<file path="config.mk">
export PLATFORM = sky130hd
export DESIGN_NAME = adc_pulse_sampler
export DESIGN_NICKNAME = d
export VERILOG_FILES = /design/src/rtl/adc_pulse_sampler.sv
export SDC_FILE = /design/constraint.sdc
export NUM_CORES = 1
export LEC_CHECK = 0
export ABC_AREA = 0
export CORE_ASPECT_RATIO = 1.75
export CORE_MARGIN = 10
export CORE_UTILIZATION = 25
export DETAILED_ROUTE_END_ITERATION = 10
export GPL_TIMING_DRIVEN = 0
export PLACE_DENSITY = 0.43
export SYNTH_ARGS = -nofsm -noshare
export SYNTH_HDL_FRONTEND = slang
export SYNTH_SLANG_ARGS = --single-unit
</file>
<file path="constraint.sdc">
create_clock -name clk -period 5.86 [get_ports clk]
set_input_delay 0.586 -clock clk [delete_from_list [all_inputs] [get_ports clk]]
set_output_delay 0.586 -clock clk [all_outputs]
set_load 0.01 [all_outputs]
</file>
<file path="src/rtl/adc_pulse_sampler.sv">
`default_nettype none
// ============================================================================
// Module   : adc_pulse_sampler
// Purpose  : Delays after run rises, then reduces each multi-lane ADC beat to
//            one shifted, saturated signed sample with status flags.
// Revision : 1.0  initial release
// ============================================================================
module adc_pulse_sampler #(
    parameter int NUM_BITS        = 16,
    parameter int ADC_BITS        = 16,
    parameter int SAMPLES_PER_CLK = 8
) (
    input  logic                                clk,
    input  logic                                rst,
    input  logic [SAMPLES_PER_CLK*ADC_BITS-1:0] adc_tdata,
    input  logic                                adc_tvalid,
    output logic                                adc_tready,
    input  logic                                run,
    input  logic [7:0]                          delay_cycles,
    input  logic [SAMPLES_PER_CLK-1:0]          lane_mask,
    input  logic [2:0]                          avg_shift,
    output logic [NUM_BITS-1:0]                 val_out,
    output logic                                val_valid,
    output logic                                underrun,
    output logic                                sat,
    output logic [15:0]                         out_count
);

    localparam int c_lane_w = ADC_BITS + $clog2(SAMPLES_PER_CLK);
    localparam int c_ext_w  = (c_lane_w > NUM_BITS) ? c_lane_w : NUM_BITS;
    localparam logic signed [c_ext_w-1:0] c_sat_max = c_ext_w'((2**(NUM_BITS-1)) - 1);
    localparam logic signed [c_ext_w-1:0] c_sat_min = ~c_sat_max;

    typedef enum logic [1:0] {
        ST_IDLE   = 2'd0,
        ST_DELAY  = 2'd1,
        ST_STREAM = 2'd2
    } state_t;

    state_t                       r_state;
    state_t                       w_state_nxt;
    logic                         r_run_q;
    logic [7:0]                   r_cnt;
    logic [SAMPLES_PER_CLK-1:0]   r_mask;
    logic [2:0]                   r_shift;
    logic                         r_s1_valid;
    logic signed [c_lane_w-1:0]   r_lane    [SAMPLES_PER_CLK];
    logic signed [c_lane_w-1:0]   w_lane_in [SAMPLES_PER_CLK];
    logic signed [c_lane_w-1:0]   w_sum;
    logic signed [c_lane_w-1:0]   w_shifted;
    logic signed [c_ext_w-1:0]    w_ext;
    logic                         w_clip_hi;
    logic                         w_clip_lo;
    logic [NUM_BITS-1:0]          w_sat_val;
    logic                         w_rise;
    logic                         w_accept;
    logic                         w_bubble;
    logic                         w_emit;

    assign adc_tready = 1'b1;
    assign w_rise     = run & ~r_run_q;
    assign w_accept   = run & (r_state == ST_STREAM) & adc_tvalid;
    assign w_bubble   = run & (r_state == ST_STREAM) & ~adc_tvalid;
    // Dropping run kills whatever is still in the pipe on the same edge.
    assign w_emit     = run & r_s1_valid;

    always_comb begin
        w_state_nxt = r_state;
        if (!run) begin
            w_state_nxt = ST_IDLE;
        end else begin
            case (r_state)
                ST_IDLE:   if (w_rise) w_state_nxt = (delay_cycles == 8'd0) ? ST_STREAM : ST_DELAY;
                ST_DELAY:  if (r_cnt == 8'd1) w_state_nxt = ST_STREAM;
                ST_STREAM: w_state_nxt = ST_STREAM;
                default:   w_state_nxt = ST_IDLE;
            endcase
        end
    end

    always_ff @(posedge clk or negedge rst) begin
        if (!rst) r_state <= ST_IDLE;
        else      r_state <= w_state_nxt;
    end

    // Lane extraction: sign-extend to the sum width, masked by the shadow mask.
    for (genvar gi = 0; gi < SAMPLES_PER_CLK; gi++) begin : g_lane
        logic signed [ADC_BITS-1:0] w_raw;
        logic signed [c_lane_w-1:0] w_sx;
        assign w_raw         = adc_tdata[gi*ADC_BITS +: ADC_BITS];
        assign w_sx          = w_raw;
        assign w_lane_in[gi] = r_mask[gi] ? w_sx : '0;
    end

    always_comb begin
        w_sum = '0;
        for (int i = 0; i < SAMPLES_PER_CLK; i++) begin
            w_sum = w_sum + r_lane[i];
        end
    end

    assign w_shifted = w_sum >>> r_shift;
    assign w_ext     = w_shifted;
    assign w_clip_hi = (w_ext > c_sat_max);
    assign w_clip_lo = (w_ext < c_sat_min);
    assign w_sat_val = w_clip_hi ? c_sat_max[NUM_BITS-1:0] :
                       w_clip_lo ? c_sat_min[NUM_BITS-1:0] : w_ext[NUM_BITS-1:0];

    always_ff @(posedge clk or negedge rst) begin
        if (!rst) begin
            r_run_q    <= 1'b0;
            r_cnt      <= 8'd0;
            r_mask     <= '0;
            r_shift    <= 3'd0;
            r_s1_valid <= 1'b0;
            val_out    <= '0;
            val_valid  <= 1'b0;
            underrun   <= 1'b0;
            sat        <= 1'b0;
            out_count  <= 16'd0;
        end else begin
            r_run_q    <= run;
            r_s1_valid <= w_accept;
            val_valid  <= w_emit;
            if (r_state == ST_IDLE && w_rise) begin
                r_cnt     <= delay_cycles;
                r_mask    <= lane_mask;
                r_shift   <= avg_shift;
                underrun  <= 1'b0;
                sat       <= 1'b0;
                out_count <= 16'd0;
            end else begin
                if (r_state == ST_DELAY) r_cnt <= r_cnt - 8'd1;
                if (w_bubble) underrun <= 1'b1;
                if (w_emit) begin
                    val_out <= w_sat_val;
                    if (w_clip_hi || w_clip_lo) sat <= 1'b1;
                    if (out_count != 16'hFFFF) out_count <= out_count + 16'd1;
                end
            end
        end
    end

    always_ff @(posedge clk or negedge rst) begin
        if (!rst) begin
            for (int i = 0; i < SAMPLES_PER_CLK; i++) r_lane[i] <= '0;
        end else if (w_accept) begin
            for (int i = 0; i < SAMPLES_PER_CLK; i++) r_lane[i] <= w_lane_in[i];
        end
    end

endmodule
`default_nettype wire

</file>
==> results.toml <==
[place]
gp_congestion = 0.838
dp_hpwl_um = 35400
port_buffers = 185

[cts]
path_clk_slew_ns = 0.08
cts_buffer_depth = 2
clock_latency_ns = 0.46
ctsResizeCount = 0
cts-root-buf = "clkbuf_16"
cts.sinks = 186
numCtsBuffers = 17
cts_tree = "done"
htreeDepth = 4

[min_path]
hold_path.class = "in -> async"

[critical_path]
critical_path_required_ns = 6.20
crit_cells = 18
slowest_stage = "fa_1"
end_kind = "register"
startpoint_type = "register"
worst-r2r-setup-slack_ns = 0.30
timing.rr.end = "val_out[14]"
path_buf_inv = 4
cp_slowest_stage_delay_ns = 0.58
path_cells = "inv_1, fa_1, inv_1, fa_1, fa_1, fa_1, ha_1, inv_1, fa_1, nand2b_1, a211oi_4, buf_12, o21a_1, a311oi_2, a31oi_1, o21ai_0, and3_1, o32a_1"
cp_top_family = "adder cells"
timing.rr.start = "r_lane[2]"
arrival_ns = 5.90
path_class = "reg -> reg"
r2r_cells = 18
cp_common_cell = "fa_1"
crit_fanout = 9

[flow_run]
maxCapViolCount = 0

[finish]
syn2layout_area_growth_pct = 26.9
nNetsFinal = 1777
drive_above_1_share = 0.0516
antenna_cells = 0

[sta]
fin_worst_skew_ns = 0.0140
slew_violations = 0
tightest_slew_ns = 0.979
tns_ns = 0
timing.final.crit_share = 0.949
whs_ns = 0.116
fmax_mhz = 180
hold_viol = 0
setup_viol = 0
rsz0062_at_grt = "no"
relSlewSlack = 0.348
timing.final.crit_period_ns = 5.56

[route]
dr.pass1.iters = 4
routed-wl-met2_um = 24100
dr.max_layer_used = "met4"
drc = 0
avgRoutedWirePerCell_um = 20.5
ant_nets = 0
vias = 9748
detail_route.iter0.violations = 470
detail_route.vias_per_cell = 4.63
wl_met3_um = 1590
wl_met1_um = 16500
wl_um = 43200

[grt]
grt_start_max_net_pins = 104
grt_pass1_wl_um = 65700
gr-usage-all-layers = 0.152
grt-ovfl-total = 0
antenna_found_initial = 1
grt_pass1_vias = 10735

[floorplan]
die_area_um2 = 57800
core_region_area_um2 = 47700
die_w_um = 186
ios = 187
die_h_um = 311
start_util = 0.253
core.rowCount = 106

[synthesis]
synth-simple-area-share = 0.139
syn_area_um2 = 12100
synthAdderAreaFrac = 0.191
synth_common_cells = "245 x inv_1, 186 x dfrtp_1, 150 x nand3_1"
synth-seq-area-share = 0.386
synthMuxAreaShare = 0.0200
synth_compound_gate_area_share = 0.142
yosysUniqueCellTypes = 74
synth_top_family_by_area = "adder cells"
synth_edf_count = 0
syn_area_per_cell_um2 = 9.32
yosys.area.top_type_share = 0.386
synth_area_leader_cell = "dfrtp_1"
synth_xor_area_frac = 0.0203
async_flop_share = 1.00
synthFlopType = "dfrtp_1"
synth_fp_nets = 1571
synth_most_common_cell = "inv_1"
ys_top_cells_by_area = "dfrtp_1 39%, fa_1 16%, inv_1 7.6%, nand3_1 6.2%, o21ai_0 5.7%"
ys_seq_elements = 186
ys_warn_count = 0
synthCells = 1295

[status]
status = "complete, no violations"
per-layer routing:
metal	vias up	global-route usage
met4	0	0.0497
met1	4845	0.165
met3	40	0.0234
li1	4657	-
met5	-	0
met2	206	0.289
worst max path at each step:
| stage | startpoint | slack (ns) | to |
|---|---|---|---|
| 2_1_floorplan | r_lane[2] | 0.79 | val_out[14] |
| 3_3_place_gp | rst | -4.43 | r_lane[71] |
| 3_5_place_dp | r_lane[2] | 0.20 | val_out[14] |
| 4_1_cts | r_lane[2] | 0.19 | val_out[14] |
| 5_1_grt | r_lane[3] | 0.02 | val_out[7] |
| 6_report | r_lane[2] | 0.30 | val_out[14] |
cell type report:
| type | instances | area, µm² |
|---|---|---|
| fill | 5069 | 32400 |
| tap | 594 | 743 |
| clock inverter | 10 | 131 |
| clock buffer | 21 | 470 |
| multi-input combinational | 792 | 6200 |
| timing repair buffer | 187 | 1900 |
| sequential | 186 | 4650 |
| inverter | 246 | 923 |
| buffer | 71 | 299 |
layout by cell type (no fill, tap or decap), types with 4 or more instances in the layout:
cell type	n
inv_1	245
dfrtp_1	186
clkdlybuf4s50_1	184
nand3_1	150
o21ai_0	138
fa_1	99
nand2_1	94
clkbuf_1	56
nor2_1	50
a21oi_1	29
ha_1	26
xnor2_1	17
clkbuf_16	17
and3_1	12
nand4_1	11
xor2_1	11
nor3_1	11
mux2_2	11
o22a_1	10
buf_1	7
or3_1	7
o211ai_1	7
a211oi_1	7
and2_1	5
mux2i_1	5
buf_2	5
o21a_1	5
a21oi_2	4
o21bai_1	4
a211o_1	4
a31oi_1	4
o32a_1	4
a21o_1	4
o221ai_1	4
what timing repair did:
item,CTS,global route
buffers inserted,0,1
hold buffers,0,0
setup endpoints to repair,0,11
flip-flops by register name (all words and copies together) (netlist names), 2 cells and up:
signal     count
r_cnt          8
r_lane       128
r_shift        3
out_count     16
val_out       16
r_state        2
r_mask         8
stage by stage:
stage	area (µm²)	setup WS [ns]	util	std cells
global route	15300	0.0232	0.321	2107
finish	15300	0.301	0.321	2107
floorplan	12100	0.791	-	1295
global placement	14700	-4.43	0.307	2074
CTS	15300	0.193	0.320	2106
detailed placement	14700	0.202	0.308	2075
cell families after synthesis:
group | Yosys count
xor+xnor | 28
mux | 19
simple gates | 356
flops | 186
compound gates | 263
fa+ha+maj | 125
buf+inv | 317
other cells | 1
Power is not shown: default switching activity piles up to over one toggle a cycle in this logic, so the estimate is an artifact.
